### src/rtl/maze_pkg.sv
// Shared maze geometry, loader state encoding and ROM base-address helper.
// Used by the maze loader and the VGA maze slave.
`default_nettype none

package maze_pkg;

  localparam int NUM_WORDS     = 600;
  localparam int NUM_MAZES     = 4;
  localparam int SEL_W         = 2;
  localparam int ROM_AW        = 12;
  localparam int WORDS_PER_ROW = 5;

  typedef enum logic [2:0] {
    S_IDLE    = 3'd0,
    S_FETCH   = 3'd1,
    S_ROMWAIT = 3'd2,
    S_WRITE   = 3'd3,
    S_FINISH  = 3'd4
  } loader_state_t;

  function automatic logic [ROM_AW-1:0] maze_base(input logic [SEL_W-1:0] sel);
    return ROM_AW'(sel) * ROM_AW'(NUM_WORDS);
  endfunction

endpackage

`default_nettype wire

### src/rtl/maze_loader_avl_master.sv
// /*------------------------------------------------------------------------
//  * maze_loader_avl_master: Avalon-MM write master that copies a maze from
//  * ROM (or zero-fills) into the slave's maze word file.  Rev 1.0
//  *----------------------------------------------------------------------*/
`default_nettype none

module maze_loader_avl_master #(
  parameter int NUM_WORDS = maze_pkg::NUM_WORDS,
  parameter int NUM_MAZES = maze_pkg::NUM_MAZES,
  parameter int SEL_W     = maze_pkg::SEL_W,
  parameter int ROM_AW    = maze_pkg::ROM_AW
) (
  input  logic              CLK,
  input  logic              RESET,
  input  logic              START,
  input  logic              CLEAR,
  input  logic [SEL_W-1:0]  MAZE_SEL,
  output logic              BUSY,
  output logic              DONE,
  output logic [9:0]        WORD_COUNT,
  output logic [ROM_AW-1:0] ROM_ADDR,
  input  logic [31:0]       ROM_RDDATA,
  output logic [9:0]        AVL_ADDR,
  output logic              AVL_WRITE,
  output logic              AVL_CS,
  output logic [3:0]        AVL_BYTE_EN,
  output logic [31:0]       AVL_WRITEDATA,
  input  logic              AVL_WAITREQUEST
);

  import maze_pkg::*;

  loader_state_t     state;
  logic [ROM_AW-1:0] base;
  logic [9:0]        idx;
  logic              clear_mode;

  logic              sel_out_of_range;
  logic              start_clear;
  logic              last_word;
  logic [ROM_AW-1:0] sel_base;

  assign sel_out_of_range = (32'(MAZE_SEL) >= NUM_MAZES);
  assign start_clear      = CLEAR | sel_out_of_range;
  assign last_word        = (idx == 10'(NUM_WORDS - 1));
  assign sel_base         = ROM_AW'(MAZE_SEL) * ROM_AW'(NUM_WORDS);

  always_ff @(posedge CLK or negedge RESET) begin
    if (!RESET) begin
      state         <= S_IDLE;
      base          <= '0;
      idx           <= '0;
      clear_mode    <= 1'b0;
      BUSY          <= 1'b0;
      DONE          <= 1'b0;
      WORD_COUNT    <= '0;
      ROM_ADDR      <= '0;
      AVL_ADDR      <= '0;
      AVL_WRITE     <= 1'b0;
      AVL_CS        <= 1'b0;
      AVL_BYTE_EN   <= 4'h0;
      AVL_WRITEDATA <= '0;
    end else begin
      case (state)
        S_IDLE: begin
          DONE <= 1'b0;
          // DONE is still high in the first IDLE cycle; a START there is ignored.
          if (START && !DONE) begin
            clear_mode <= start_clear;
            base       <= sel_base;
            idx        <= '0;
            BUSY       <= 1'b1;
            WORD_COUNT <= '0;
            if (start_clear) begin
              AVL_WRITEDATA <= '0;
              AVL_ADDR      <= '0;
              AVL_WRITE     <= 1'b1;
              AVL_CS        <= 1'b1;
              AVL_BYTE_EN   <= 4'hF;
              state         <= S_WRITE;
            end else begin
              state <= S_FETCH;
            end
          end
        end

        S_FETCH: begin
          ROM_ADDR <= base + ROM_AW'(idx);
          state    <= S_ROMWAIT;
        end

        S_ROMWAIT: begin
          AVL_WRITEDATA <= ROM_RDDATA;
          AVL_ADDR      <= idx;
          AVL_WRITE     <= 1'b1;
          AVL_CS        <= 1'b1;
          AVL_BYTE_EN   <= 4'hF;
          state         <= S_WRITE;
        end

        S_WRITE: begin
          if (!AVL_WAITREQUEST) begin
            WORD_COUNT <= WORD_COUNT + 10'd1;
            if (last_word) begin
              AVL_WRITE   <= 1'b0;
              AVL_CS      <= 1'b0;
              AVL_BYTE_EN <= 4'h0;
              state       <= S_FINISH;
            end else begin
              idx <= idx + 10'd1;
              if (clear_mode) begin
                AVL_ADDR <= idx + 10'd1;
              end else begin
                AVL_WRITE   <= 1'b0;
                AVL_CS      <= 1'b0;
                AVL_BYTE_EN <= 4'h0;
                state       <= S_FETCH;
              end
            end
          end
        end

        S_FINISH: begin
          DONE  <= 1'b1;
          BUSY  <= 1'b0;
          state <= S_IDLE;
        end

        default: state <= S_IDLE;
      endcase
    end
  end

endmodule

`default_nettype wire
### config.mk
export PLATFORM = sky130hd
export DESIGN_NAME = maze_loader_avl_master
export DESIGN_NICKNAME = d
export VERILOG_FILES = /design/src/rtl/maze_pkg.sv /design/src/rtl/maze_loader_avl_master.sv
export SDC_FILE = /design/constraint.sdc
export NUM_CORES = 1
export LEC_CHECK = 0
export CAP_MARGIN = 20
export CORE_AREA = 3 3 98 100
export DETAILED_ROUTE_END_ITERATION = 7
export DIE_AREA = 0 0 101 103
export HOLD_SLACK_MARGIN = 0.05
export MAX_ROUTING_LAYER = met4
export PLACE_DENSITY = 0.79
export SLEW_MARGIN = 20
export SYNTH_ARGS = -nofsm -noshare
export SYNTH_HDL_FRONTEND = slang
export SYNTH_SLANG_ARGS = --single-unit
### constraint.sdc
create_clock -name CLK -period 2.48 [get_ports CLK]
set_input_delay 0.496 -clock CLK [delete_from_list [all_inputs] [get_ports CLK]]
set_output_delay 0.496 -clock CLK [all_outputs]
set_load 0.005 [all_outputs]
### Word level (Yosys, flattened, before mapping)

Cells that the tools add are included.

* $add $sub $neg: 3
* $mul: 1
* divide/modulo/power cells: 0
* magnitude comparators: 0
* eq/ne operators: 11
* shift operators: 0
* muxes and demuxes: 36
* bitwise operators: 0
* reduce and logical (&&, ||, !) cells: 15

Operators with widths (count)
* $mux 10: 9
* $mux 32: 2
* $pmux 32 s2: 1
* $pmux 10 s2: 2
* $pmux 10 s3: 1
* $add 10x1->10 const B: 2
* $mux 4: 5
* $add 12x10->12: 1
* $mux 3: 4
* $pmux 3 s4: 1
* $pmux 4 s3: 1
* $eq 10x10->1 const B: 1
* $ne 2x2->1 const B: 5
* $mul 2x7->9 const B: 1
* $reduce_and 3->1: 3
* $eq 3x2->1 const B: 2
* $mux 1: 6
* $reduce_and 6->1: 1
* $reduce_bool 2->1: 3
* $reduce_and 5->1: 1
* $pmux 1 s2: 2
* $reduce_and 2->1: 2
* $reduce_and 4->1: 1
* $eq 3x1->1 const B: 1
* other kinds (8): 8

* bits in registers: 94
* bits in latches: 0
* bits in writable memories: 0
* memory bits (read-only): 0
* input bits: 39
* output and inout bits: 72
* logic and storage cells: 78
* memories kept: 0

### Depth between registers and ports, before layout

* depth in word-level cells: 5
* gate-level depth with buffers: 6
* depth with buffers taken out: 6

### Least setup slack after synthesis

Ideal clock, no wire load.

* path kind: register to register
* start: register base[9]
* end: register ROM_ADDR[11]
* setup time: 124 ps
* arrival time: 1799 ps
* data required time: 2356 ps
* path slack: 557 ps
* stages on the path, launching flop included: 7
* path buffers: 0
* period minus slack after synthesis: 1923 ps
* cell sequence: dfrtp_1 -> ha_1 -> fa_1 -> a21oi_1 -> o21ai_0 -> o31a_1 -> o31a_1

* longest elaborated chain between the ends: 1

RTL lines
* from (decl): RTL line maze_loader_avl_master.sv:34 `logic [ROM_AW-1:0] base;`
* from (signal assigned): RTL line maze_loader_avl_master.sv:70 `base <= sel_base;`
* $add 12x10->12: RTL line maze_loader_avl_master.sv:88 `ROM_ADDR <= base + ROM_AW'(idx);`
* to (signal assigned): RTL line maze_loader_avl_master.sv:88
* to (decl): RTL line maze_loader_avl_master.sv:21 `output logic [ROM_AW-1:0] ROM_ADDR,`

Every way passes these cells.
A chain may end at the register's enable or synchronous reset.

### Final worst setup path

* start: register state[1]
* end: register idx[9]

* longest elaborated chain between the ends: 3
* elaborated cells on any way between the ends: 8
* those cells by class: eq/ne: 4; mux: 1; reduce/logical: 3

RTL lines
* from (decl): RTL line maze_loader_avl_master.sv:33 `loader_state_t state;`
* from (signal assigned): RTL line maze_loader_avl_master.sv:50 `state <= S_IDLE;`
* from (signal assigned): RTL line maze_loader_avl_master.sv:80 `state <= S_WRITE;`
* from (signal assigned): RTL line maze_loader_avl_master.sv:82 `state <= S_FETCH;`
* $eq 3x2->1 or $logic_not 3->1 (tied branches): RTL line maze_loader_avl_master.sv:64 `case (state)`
* $ne 2x2->1 (no source line) or $reduce_bool 2->1 (tied branches)
* $reduce_and 4->1 (no source line)
* to (signal assigned): RTL line maze_loader_avl_master.sv:110 `idx <= idx + 10'd1;`
* to (decl): RTL line maze_loader_avl_master.sv:35 `logic [9:0] idx;`

Several ways; a longest one is shown, not always the timed one.

==> flow_metrics.py <==
metrics = {
    "power_and_ir_drop": {
        "ir_drop_uv": 528,
        "comb_power_share": 0.441,
        "intPower_mw": 3.91,
        "powerDensity_mw_per_mm2": 1050,
        "p_total_mw": 5.99,
        "power.leakage_nw": 2.48,
        "pwr-share-seq": 0.388,
        "p_sw_mw": 2.07,
        "p_clk_frac": 0.172,
        "switching_share": 0.346,
    },
    "logic_synthesis": {
        "yosysUniqueCellTypes": 61,
        "synth-edff-count": 0,
        "synth-adder-area-share": 0.0396,
        "synth.most_common_cell": "dfrtp_1",
        "avgSynthCellArea_um2": 11.3,
        "synth_area_leaders": "dfrtp_1 51%, a22o_1 6.5%, mux2_2 5.8%",
        "yosys.area.top_type_share": 0.507,
        "synth_top_cell_by_area": "dfrtp_1",
        "ys.warnings.count": 0,
        "async_flop_share": 1.00,
        "synth_top_flop_cell": "dfrtp_1",
        "synth_compound_area_frac": 0.199,
        "synthSimpleGateAreaFrac": 0.126,
        "syn-num-nets": 432,
        "synth_top_family_by_area": "compound AO/OA/AOI/OAI gates",
        "syn_inst": 380,
        "ys_seq_area_frac": 0.507,
        "yosys_register_bits": 87,
        "synthesis.area_mm2": 0.00430,
        "yosys-top-cells-count": "87 x dfrtp_1, 32 x a22o_1, 22 x mux2_2",
        "synth_mux_area_frac": 0.0649,
        "synth-xor-area-share": 0.0163,
    },
    "die": {
        "num_rows": 34,
        "die_h_um": 103,
        "fp.dieW_um": 101,
        "start_util": 0.490,
        "design.die.area_mm2": 0.0104,
        "core_area_mm2": 0.00876,
        "ioPinCount": 111,
    },
    "timing": {
        "timing.final.crit_share": 0.851,
        "finalWorstSetupSlack_ns": 0.368,
        "clock-skew-final_ns": 0.0126,
        "drv_slew": 0,
        "rsz0062_at_grt": "no",
        "maxSlewHeadroom": 0.675,
        "fmax_mhz": 474,
        "setup_tns_ns": 0,
        "worst_slew_pin_slew_ns": 0.488,
        "hold_slack_ns": 0.0491,
        "finalSetupViolCount": 0,
        "min_period_ns": 2.11,
        "hold_violations": 0,
    },
    "placed_design": {
        "gp_congestion": 0.836,
        "hpwl_mm": 7.79,
        "dpl-instance-area_mm2": 0.00550,
        "dp_cells": 584,
        "post-place-ws_ns": 0.100,
        "portBuffers": 110,
    },
    "setup_path": {
        "crit_path_cell_trace": "or2b_1, nor2_1, nand3_1, o31ai_1",
        "cp.arrival_ns": 2.36,
        "ff2ff_path_depth": 4,
        "startpoint": "state[1]",
        "cp_num_buf_inv": 0,
        "worstReg2RegStart": "state[1]",
        "crit_path_start_kind": "register",
        "cpMaxStageDelayCell": "dfrtp_1",
        "crit_required_ns": 2.73,
        "crit_family": "simple AND/OR/NAND/NOR gates",
        "crit_cells": 4,
        "crit_path_end_kind": "register",
        "path_max_fanout": 13,
        "path_class": "register to register",
        "max_stage_delay_ns": 0.65,
    },
    "cts": {
        "cts_resized": 0,
        "cts_setup_buffers": 0,
        "tritoncts": "built",
        "ctsHoldBuffers": 0,
        "cts_sinks": 87,
        "clk_latency_ns": 0.36,
        "cts-buffers-inserted": 9,
        "cts_root_buf": "clkbuf_8",
        "htree_levels": 3,
        "clk_path_buf_depth": 2,
        "clk_pin_slew_ns": 0.09,
    },
    "routing": {
        "via_count": 3457,
        "wirelength_mm": 10.8,
        "first_pass_iters": 4,
        "wire_per_inst_um": 17.9,
        "via_per_inst": 5.76,
        "drc": 0,
        "detail-route-antenna-nets": 0,
        "drtIter0Drc": 183,
    },
    "cells_and_area": {
        "final_nets": 539,
        "antenna_cells": 0,
        "final_core_util": 0.651,
        "drive_gt1_frac": 0.122,
        "num-fill-cells": 692,
        "syn_to_final_growth_pct": 32.8,
        "fin_area_mm2": 0.00571,
        "fin_cells": 600,
    },
    "flow_run": {
        "maxCapViolations": 0,
    },
    "status": {
        "status": "finished, final reports clean",
    },
    "global_routing": {
        "antenna_found_initial": 0,
        "grt-ovfl-total": 0,
        "grt_max_degree": 59,
        "grt_pass1_vias": 3537,
        "grt_pass1_wl_mm": 17.4,
        "track_usage": 0.218,
    },
    "hold_path": {
        "hp-class": "input port to async pin",
    },
}
## cell type report
cell class | count | area (µm²) | area share
well taps | 108 | 135 | 0.0237
flip-flops and latches | 87 | 2180 | 0.381
clock buffers | 10 | 138 | 0.0241
repair buffers | 123 | 1220 | 0.214
multi-input cells | 253 | 1920 | 0.336
clock inverters | 6 | 68.8 | 0.0121
inverters | 13 | 48.8 | 0.00855
## cell usage in the layout (no fill, tap or decap), drive strengths merged, types with 2 or more instances in the layout
cell / Yosys / final
a21o: 3 / 3
clkbuf: 10 / 10
dfrtp: 87 / 87
clkinvlp: 0 / 4
and3: 4 / 4
and4: 2 / 2
mux2i: 2 / 2
clkdlybuf4s50: 0 / 109
o22ai: 3 / 3
a22o: 32 / 32
nand4: 6 / 6
o21a: 4 / 4
nand3: 13 / 13
xnor2: 2 / 2
nor4: 2 / 2
a31oi: 3 / 3
inv: 13 / 14
nor3: 6 / 6
xor2: 6 / 6
or4: 4 / 4
and2: 2 / 2
o31ai: 15 / 15
o41ai: 2 / 2
nor2: 17 / 17
o2111ai: 4 / 4
buf: 17 / 14
and2b: 2 / 2
a21oi: 14 / 14
o211ai: 3 / 3
o31a: 2 / 2
or3b: 2 / 2
ha: 12 / 12
or3: 5 / 5
nand2: 20 / 20
o21ai: 17 / 17
mux2: 23 / 23
a211oi: 3 / 3
## registers in the layout (all words and copies together) (netlist names)
name and cells:
AVL_WRITEDATA 32, ROM_ADDR 12, AVL_ADDR 10, WORD_COUNT 10
idx 10, base 6, state 3, AVL_BYTE_EN 1
BUSY 1, DONE 1, clear_mode 1
## power groups by stage
stage               combinational [mW]  sequential, mW  clock [mW]
finish                            2.64            2.32        1.03
global route                      2.88            2.39        1.10
CTS                               2.66            2.32        1.04
detailed placement                2.65            2.33           0
global placement                  2.59            2.31           0
floorplan                         1.44            2.25           0
## metal layers
| layer | up-vias | GRT usage | share of wire |
|---|---|---|---|
| met5 | - | - | 0 |
| met4 | 0 | 0.0757 | 0.018 |
| met3 | 13 | 0.0338 | 0.038 |
| met2 | 92 | 0.346 | 0.50 |
| met1 | 1710 | 0.287 | 0.45 |
| li1 | 1642 | - | - |
## worst paths after layout
path                                to  slack, ns
max                             idx[9]       0.37
min                        ROM_ADDR[9]       0.05
max reg2reg                     idx[9]       0.37
min reg2reg                ROM_ADDR[7]       0.49
max in group asynchronous  ROM_ADDR[0]       1.78
min in group CLK           ROM_ADDR[7]       0.49
## kinds of logic (layout without fill, tap and decap cells)
kind of cell	Yosys count	in the layout
AO/OA/AOI/OAI	113	113
AND/OR/NAND/NOR	94	94
flip-flops	87	87
buffers and inverters	40	152
multiplexers	25	25
adder cells (fa/ha/maj)	13	13
XOR/XNOR	8	8
(Power assumes the default switching activity.)
